==> config.mk <==
export PLATFORM = sky130hd
export DESIGN_NAME = ahb_app_arbiter
export DESIGN_NICKNAME = d
export VERILOG_FILES = /design/src/rtl/ahb_app_arbiter.sv
export SDC_FILE = /design/constraint.sdc
export NUM_CORES = 1
export LEC_CHECK = 0
export ABC_AREA = 1
export ABC_CLOCK_PERIOD_IN_PS = 2200
export CAP_MARGIN = 5
export CELL_PAD_IN_SITES_DETAIL_PLACEMENT = 0
export CELL_PAD_IN_SITES_GLOBAL_PLACEMENT = 2
export CORE_MARGIN = 2
export CORE_UTILIZATION = 17
export CTS_CLUSTER_SIZE = 8
export DETAILED_ROUTE_END_ITERATION = 8
export HOLD_SLACK_MARGIN = 0.08
export PLACE_DENSITY_LB_ADDON = 0.1
export SYNTH_ARGS = -nofsm -noshare
export SYNTH_HDL_FRONTEND = slang
export SYNTH_SLANG_ARGS = --single-unit
export TNS_END_PERCENT = 10
==> constraint.sdc <==
create_clock -name HCLK -period 2.2 [get_ports HCLK]
set_input_delay 0.22 -clock HCLK [delete_from_list [all_inputs] [get_ports HCLK]]
set_output_delay 0.22 -clock HCLK [all_outputs]
set_load 0.005 [all_outputs]
==> src/rtl/ahb_app_arbiter.sv <==
// Round-robin sharing of one AHB-Lite master application port among NUM_REQ
// requesters: grants last a whole transfer sequence, and responses go back to the beat's issuer.
module ahb_app_arbiter #(
  parameter int NUM_REQ  = 4,
  parameter int BUSY_MAX = 8
) (
  input  logic                   HCLK,
  input  logic                   HRESETn,
  input  logic [NUM_REQ-1:0]     req,
  input  logic [5*NUM_REQ-1:0]   req_opcode,
  input  logic [32*NUM_REQ-1:0]  req_addr,
  input  logic [32*NUM_REQ-1:0]  req_wdata,
  input  logic [NUM_REQ-1:0]     req_last,
  output logic [NUM_REQ-1:0]     gnt,
  output logic [NUM_REQ-1:0]     beat_ack,
  output logic [31:0]            rdata,
  output logic [NUM_REQ-1:0]     rvalid,
  output logic [NUM_REQ-1:0]     err,
  output logic [4:0]             m_opcode,
  output logic [31:0]            m_addr,
  output logic [31:0]            m_data_in,
  output logic                   m_enable,
  output logic                   m_busy,
  input  logic                   m_wait,
  input  logic [31:0]            m_data_out,
  input  logic                   m_data_valid,
  input  logic                   m_error
);

  localparam int IW = $clog2(NUM_REQ);
  localparam int BW = $clog2(BUSY_MAX + 1);

  typedef enum logic [2:0] {IDLE, OWN, HOLD, DRAIN, ERRW} state_t;

  state_t            state;
  state_t            nxt;
  logic [IW-1:0]     own;
  logic [IW-1:0]     downer;
  logic [IW-1:0]     last;
  logic [IW-1:0]     pick;
  logic              pick_vld;
  logic              first;
  logic              accept;
  logic [31:0]       wbuf;
  logic [31:0]       addr_hold;
  logic [4:0]        opc_hold;
  logic [BW-1:0]     bcnt;
  logic [3:0]        own_opc;
  logic [31:0]       own_addr;
  logic [31:0]       own_wdata;
  logic              own_req;
  logic              own_last;

  function automatic logic [NUM_REQ-1:0] onehot(input logic [IW-1:0] i);
    onehot    = '0;
    onehot[i] = 1'b1;
  endfunction

  assign own_opc   = req_opcode[5*int'(own) +: 4];
  assign own_addr  = req_addr[32*int'(own) +: 32];
  assign own_wdata = req_wdata[32*int'(own) +: 32];
  assign own_req   = req[own];
  assign own_last  = req_last[own];

  assign m_data_in = wbuf;
  assign rdata     = m_data_out;
  assign rvalid    = m_data_valid ? onehot(downer) : '0;

  // Search starts just after the previous owner so every requester gets a turn.
  always_comb begin
    pick_vld = 1'b0;
    pick     = '0;
    for (int k = 1; k <= NUM_REQ; k++) begin
      if (!pick_vld && req[(int'(last) + k) % NUM_REQ]) begin
        pick_vld = 1'b1;
        pick     = IW'((int'(last) + k) % NUM_REQ);
      end
    end
  end

  always_comb begin
    nxt      = state;
    m_enable = 1'b0;
    m_busy   = 1'b0;
    m_addr   = '0;
    m_opcode = '0;
    beat_ack = '0;
    err      = '0;
    accept   = 1'b0;
    case (state)
      IDLE: begin
        if (pick_vld) nxt = OWN;
      end
      OWN: begin
        m_enable = 1'b1;
        m_addr   = own_addr;
        m_opcode = {first, own_opc};
        if (!m_wait) begin
          if (own_req) begin
            accept        = 1'b1;
            beat_ack[own] = 1'b1;
            if (own_last) nxt = DRAIN;
          end else begin
            nxt = HOLD;
          end
        end
      end
      HOLD: begin
        m_addr   = addr_hold;
        m_opcode = opc_hold;
        if (bcnt == BW'(BUSY_MAX)) begin
          err[own] = 1'b1;
          nxt      = IDLE;
        end else begin
          m_enable = 1'b1;
          m_busy   = 1'b1;
          if (own_req) nxt = OWN;
        end
      end
      DRAIN: begin
        if (!m_wait) nxt = IDLE;
      end
      ERRW: begin
        if (!m_error) nxt = IDLE;
      end
      default: nxt = IDLE;
    endcase
    // A master error overrides any beat or timeout in the same cycle.
    if (m_error && state != ERRW) begin
      nxt         = ERRW;
      m_enable    = 1'b0;
      m_busy      = 1'b0;
      beat_ack    = '0;
      accept      = 1'b0;
      err         = '0;
      err[downer] = 1'b1;
    end
  end

  always_ff @(posedge HCLK or negedge HRESETn) begin
    if (!HRESETn) begin
      state     <= IDLE;
      own       <= '0;
      downer    <= '0;
      last      <= IW'(NUM_REQ - 1);
      first     <= 1'b1;
      wbuf      <= '0;
      addr_hold <= '0;
      opc_hold  <= '0;
      bcnt      <= '0;
      gnt       <= '0;
    end else begin
      state <= nxt;
      if (state == IDLE && nxt == OWN) begin
        own   <= pick;
        last  <= pick;
        first <= 1'b1;
        gnt   <= onehot(pick);
      end else if (nxt == IDLE || nxt == ERRW) begin
        gnt <= '0;
      end
      if (accept) begin
        wbuf   <= own_wdata;
        downer <= own;
        first  <= 1'b0;
      end
      // The address phase shown during BUSY is the one last driven while owning.
      if (state == OWN) begin
        addr_hold <= m_addr;
        opc_hold  <= m_opcode;
      end
      if (state == OWN && nxt == HOLD) bcnt <= '0;
      else if (state == HOLD)          bcnt <= bcnt + BW'(1);
    end
  end

endmodule

==> flow_summary.json, run 1 <==
{
  "grt_pass1_vias": 7422,
  "drt_iter0_markers": 249,
  "via_count": 7018,
  "synth_ff_type": "dfrtp_1",
  "ant_nets": 0,
  "grt_pass1_wl_um": 45300,
  "swShare_pct": 41.3,
  "vdd_drop_max_mv": 0.418,
  "hold_class": "primary input to asynchronous set/reset pin",
  "crit_fanout": 11,
  "syn_avg_cell_area_um2": 6.96,
  "crit_path_frequent_cell": "nand2_1",
  "dr.pass1.iters": 4,
  "critPathMaxStageDelay_ps": 430,
  "use_met3_pct": 4.57,
  "rsz0062_at_grt": "yes",
  "p_leak_nw": 4.61,
  "synthDistinctLibCells": 33,
  "stdcell_area_um2": 10800,
  "die_area_um2": 36700,
  "path_clk_slew_ps": 70,
  "intPower_mw": 6.36,
  "area_growth_syn_to_layout_pct": 80.6,
  "place_area_um2": 10300,
  "synth_nets": 1182,
  "path_buf_inv": 4,
  "antenna_found_initial": 2,
  "cp-start-kind": "flop",
  "die_h_um": 192,
  "io_buffers": 371,
  "comb_power_share_pct": 59.9,
  "worst_r2r_path_depth": 10,
  "arrival_ps": 1970,
  "min_period_ps": 2190,
  "grt_max_degree": 40,
  "die_w_um": 192,
  "drt_wl_total_um": 30700,
  "ys_seq_area_share_pct": 36.5,
  "gp_congestion": 0.755,
  "rows": 68,
  "synthDominantCellAreaShare_pct": 35.2,
  "grt.busiest_layer": "met2",
  "h-tree-depth": 3,
  "yosys.cell_count.top_type": "nand2_1",
  "grt_util_met2_pct": 30.6,
  "crit_type": "flop to output pin",
  "min_period_over_period_pct": 99.6,
  "fmax_mhz": 457,
  "vias_per_cell": 4.15,
  "cts.sinks": 87,
  "drv_slew": 0,
  "fin_skew_ps": 16.0,
  "critPathSlowestCell": "dfrtp_2",
  "relSlewSlack_pct": 68.2,
  "cts_tree": "built",
  "syn_inst": 859,
  "synth_area_leaders": "dfrtp_1 (35%), nand2_1 (20%), nand4_1 (7.5%)",
  "yosys_warnings": 0,
  "cts-buffers-inserted": 9,
  "initial_core_util_pct": 17.3,
  "grtUsageMet1_pct": 18.8,
  "synth_enable_flop_cells": 0,
  "worstReg2RegStart": "state[2]$_DFF_PN0_",
  "worst_pin_slew_ps": 477,
  "critPathRequiredTime_ps": 1980,
  "nNetsFinal": 1553,
  "synth.ff_latch_count": 87,
  "core_area_um2": 34600,
  "ys_async_sr_fraction_pct": 100,
  "ctsLongestPathBuffers": 2,
  "setup_viol": 0,
  "crit_path_end_kind": "output pin",
  "hold_viol": 0,
  "crit_family": "buffers and inverters",
  "routedWlPerCell_um": 18.1,
  "clk_latency_ps": 350,
  "fin_cells": 1693,
  "switchingPower_mw": 4.47,
  "r2r-end": "m_data_in[14]$_DFFE_PN0P_",
  "ios": 440,
  "drive_gt1_share_pct": 14.6,
  "cp_cell_sequence": "buf_4 -> nor2_4 -> buf_6 -> buf_16 -> nand2_1 -> nand4_1 -> nand2_1 -> o21ai_0 -> clkdlybuf4s15_1",
  "synth.cell_area_um2": 5980,
  "power_density_nw_per_um2": 1000,
  "synthTopCellsByCount": "nand2_1 (316), dfrtp_1 (84), o21ai_0 (82)",
  "status": "finished clean",
  "grtUsageTotal_pct": 16.7,
  "p_seq_share_pct": 25.2,
  "clkPwrFrac_pct": 14.9,
  "ff2ff_setup_slack_ps": 210,
  "place_hpwl_um": 23900,
  "grt_overflow": 0,
  "cts-root-buf": "clkbuf_16",
  "yosys.area.top_type": "dfrtp_1",
  "post-place-cells": 1655,
  "drc_errors": 0,
  "post-route-util_pct": 31.2,
  "cap_viol_max_count": 0,
  "timing.hold.ws_ps": 383
}
## power groups by stage
stage          Clock, mW  Combinational (mW)  Sequential [mW]
2_1_floorplan          0                3.03             2.66
3_3_place_gp           0                6.23             2.76
3_5_place_dp           0                6.19             2.77
4_1_cts             1.69                6.67             2.75
5_1_grt             1.75                7.25             2.83
6_report            1.61                6.49             2.73
## worst max path at each step
stage	from	to	slack, ps	depth (start not counted)
global route	bcnt[1]$_DFFE_PN0P_	err[3]	-110	10
floorplan	last[1]$_DFFE_PN1P_	gnt[0]$_DFFE_PN0P_	510	14
finish	own[0]$_DFFE_PN0P_	m_addr[26]	10	9
detailed placement	req[1]	m_data_in[28]$_DFFE_PN0P_	-10	11
CTS	own[0]$_DFFE_PN0P_	m_addr[1]	-200	10
global placement	own[1]$_DFFE_PN0P_	m_addr[22]	-40	7
## kinds of logic (layout without fill, tap and decap cells)
kind of cell             after synthesis  in the layout  share of synthesized area (%)
AO/OA/AOI/OAI                        154            154                           15.7
XOR/XNOR                               3              3                          0.440
adder cells (fa/ha/maj)                2              2                          0.419
buffers and inverters                157            533                           12.8
flip-flops                            87             87                           36.5
other                                  0              3                              0
AND/OR/NAND/NOR                      456            456                           34.2
## through the flow
step	setup WS (ps)	total power, mW	setup TNS, ps
detailed placement	-12.5	8.96	-14.0
floorplan	505	5.69	0
global route	-111	11.8	-671
CTS	-202	11.1	-1940
finish	9.54	10.8	0
global placement	-43.5	8.99	-76.5
## sequential cells by signal, summed over array words and instances, names as in the netlist
register   flops
addr_hold     32
m_data_in     32
opc_hold       5
bcnt           4
gnt            4
state          3
downer         2
last           2
own            2
first          1
## repair_timing
| item | 4_1_cts | 5_1_grt |
|---|---|---|
| hold endpoints to repair | 24 | 0 |
| gates cloned | 4 | 0 |
| setup buffers | 12 | 3 |
| endpoints found under the setup margin | 47 | 58 |
| pin swaps | 6 | 7 |
| resized for setup | 94 | 84 |
| hold buffers | 1 | 0 |
## placed cells by master, fill, tap and decap left out, drive strengths merged, types with 4 or more instances in the layout
master	synthesis	routed
a21oi	5	5
a22oi	32	32
buf	54	85
clkbuf	31	31
clkdlybuf4s15	0	8
clkdlybuf4s50	0	323
clkinv	0	4
dfrtp	84	84
inv	72	74
nand2	330	330
nand3	17	17
nand4	72	72
nor2	32	32
nor3	5	5
o21a	32	32
o21ai	84	84
## metal layers
metal  wire length, um  part of all wire [%]
met5                 0                     0
met4               502                   1.6
met3              2000                   6.5
met2             16100                    52
met1             12100                    40
## cell type report
type | instances | area (um^2)
Clock buffer | 9 | 225
Fill cell | 3775 | 23800
Inverter | 72 | 275
Antenna cell | 3 | 7.51
Multi-Input combinational cell | 615 | 3110
Sequential cell | 87 | 2190
Tap cell | 455 | 569
Timing Repair Buffer | 445 | 4360
Clock inverter | 7 | 71.3
Power figures use the tool's default switching activity.
==> inputs of run 2 (changes only) <==
- GPL_ROUTABILITY_DRIVEN: unset -> 0
==> results of run 2 <==
The final DEF is identical to that of run 1; final timing and power are the same.
==> inputs of run 3 (changes only) <==
- CORE_MARGIN: 2 -> 1.5
==> run 3 against run 2 <==
  * Sequential share of layout area barely moved
  * Total power shrank 1.0%
  * The run now ends with setup timing left
  * Clock skew decreased by 12 ps
  * Largest power group unchanged
  * Critical path type unchanged
  * Highest routed layer unchanged
==> flow_summary.json, run 3 (same netlist as run 1, synthesis figures left out) <==
{
  "status": "complete, but fails checks",
  "violations": "setup timing",
  "ant_nets": 0,
  "drt_iter0_markers": 216,
  "p_leak_nw": 4.60,
  "die_h_um": 191,
  "cts-root-buf": "clkbuf_16",
  "stdcell_area_um2": 10800,
  "fillers": 3782,
  "layout_common_cells": "clkdlybuf4s50_1 (326), nand2_1 (313), dfrtp_1 (80)",
  "relSlewSlack_pct": 58.9,
  "fmax_mhz": 424,
  "grt_pass1_wl_um": 43700,
  "arrival_ps": 2140,
  "grt_overflow": 0,
  "crit_type": "flop to output pin",
  "ctsLongestPathBuffers": 2,
  "hold_class": "primary input to asynchronous set/reset pin",
  "rsz0062_at_grt": "yes",
  "routedWlPerCell_um": 17.9,
  "drv_slew": 0,
  "path_clk_slew_ps": 70,
  "via_count": 6914,
  "critPathRequiredTime_ps": 1980,
  "place_area_um2": 10300,
  "cp-start-kind": "flop",
  "die_area_um2": 36300,
  "fin_skew_ps": 3.57,
  "core_area_um2": 34500,
  "post-place-ws_ps": 8.53,
  "grt_pass1_vias": 7050,
  "worst_pin_slew_ps": 617,
  "crit_path_end_kind": "output pin",
  "worstReg2RegStart": "own[0]$_DFFE_PN0P_",
  "vias_per_cell": 4.11,
  "cts_tree": "built",
  "dr.pass1.iters": 4,
  "clk_latency_ps": 350,
  "area_growth_syn_to_layout_pct": 80.7,
  "setup_ws_ps": -159,
  "drive_gt1_share_pct": 12.8,
  "io_buffers": 371,
  "vdd_drop_max_mv": 0.370,
  "initial_core_util_pct": 17.3,
  "min_period_ps": 2360,
  "fin_cells": 1683,
  "drc_errors": 0,
  "cp-startpoint": "own[1]$_DFFE_PN0P_",
  "ff_latch_area_um2": 2190,
  "ios": 440,
  "post-place-cells": 1647,
  "antenna_found_initial": 2,
  "power_density_nw_per_um2": 992,
  "setup_viol": 9,
  "setup_tns_ps": -880,
  "grt_max_degree": 42,
  "final_common_cell": "clkdlybuf4s50_1",
  "hold_viol": 0,
  "cap_viol_max_count": 0,
  "cts.sinks": 87,
  "nNetsFinal": 1544,
  "cts-buffers-inserted": 9,
  "h-tree-depth": 3,
  "place_hpwl_um": 23000,
  "rows": 68,
  "min_period_over_period_pct": 107,
  "die_w_um": 191,
  "grtUsageTotal_pct": 16.3,
  "crit_fanout": 13,
  "multi_input_area_um2": 3090,
  "drt_wl_total_um": 30200
}
==> run 3: stage by stage <==
stage | hold WS [ps] | power [mW] | util [%]
2_1_floorplan | -75.6 | 5.69 | -
3_3_place_gp | 281 | 8.83 | 29.7
3_5_place_dp | 272 | 8.78 | 29.7
4_1_cts | 435 | 10.8 | 31.1
5_1_grt | 440 | 11.7 | 31.3
6_report | 403 | 10.7 | 31.3
==> run 3: layout make-up <==
cell class              instances  area share (%)
inverters                      72            2.57
diodes                          2          0.0463
clock inverters                 6           0.556
flip-flops and latches         87            20.2
repair buffers                436            40.5
clock buffers                  10            2.21
multi-input cells             615            28.6
well taps                     455            5.27
==> run 3: worst paths after layout <==
| path | end | cells after the start | slack, ps |
|---|---|---|---|
| setup / recovery | m_opcode[2] | 8 | -160 |
| hold / removal | addr_hold[9]$_DFFE_PN0N_ | 2 | 400 |
| setup reg to reg | m_data_in[3]$_DFFE_PN0P_ | 10 | 160 |
| hold reg to reg | first$_DFFE_PN1P_ | 2 | 480 |
| max in group asynchronous | last[1]$_DFFE_PN1P_ | 3 | 1110 |
| min in group HCLK | rdata[10] | 0 | 440 |
==> run 3: what timing repair did <==
action | in CTS | in global routing
pin swaps | 4 | 7
gates resized for setup | 94 | 58
buffers inserted | 8 | 4
endpoints found under the hold margin | 37 | 0
cloned | 3 | 2
hold buffers | 1 | 0
endpoints found under the setup margin | 47 | 44
==> run 3: power by group <==
| group | internal, mW | switching [mW] |
|---|---|---|
| clock | 0.907 | 0.712 |
| combinational | 3.07 | 3.30 |
| sequential | 2.34 | 0.390 |
| total | 6.31 | 4.40 |
==> run 3: per-layer routing <==
layer | GRT usage, % | wire length, um | up-vias
li1 | - | - | 3524
met1 | 18.2 | 11900 | 3160
met2 | 30.2 | 16000 | 201
met3 | 3.99 | 1890 | 29
met4 | 4.75 | 471 | 0
met5 | 0 | 0 | -
==> run 3: critical path: stages (launching register included) <==
cell and delay (ps):
dfrtp_2 460, buf_4 160, nor2_4 140, buf_8 180, nand2_1 60, nand4_1 90, nand2_1 70, o21ai_0 70
clkdlybuf4s50_1 550
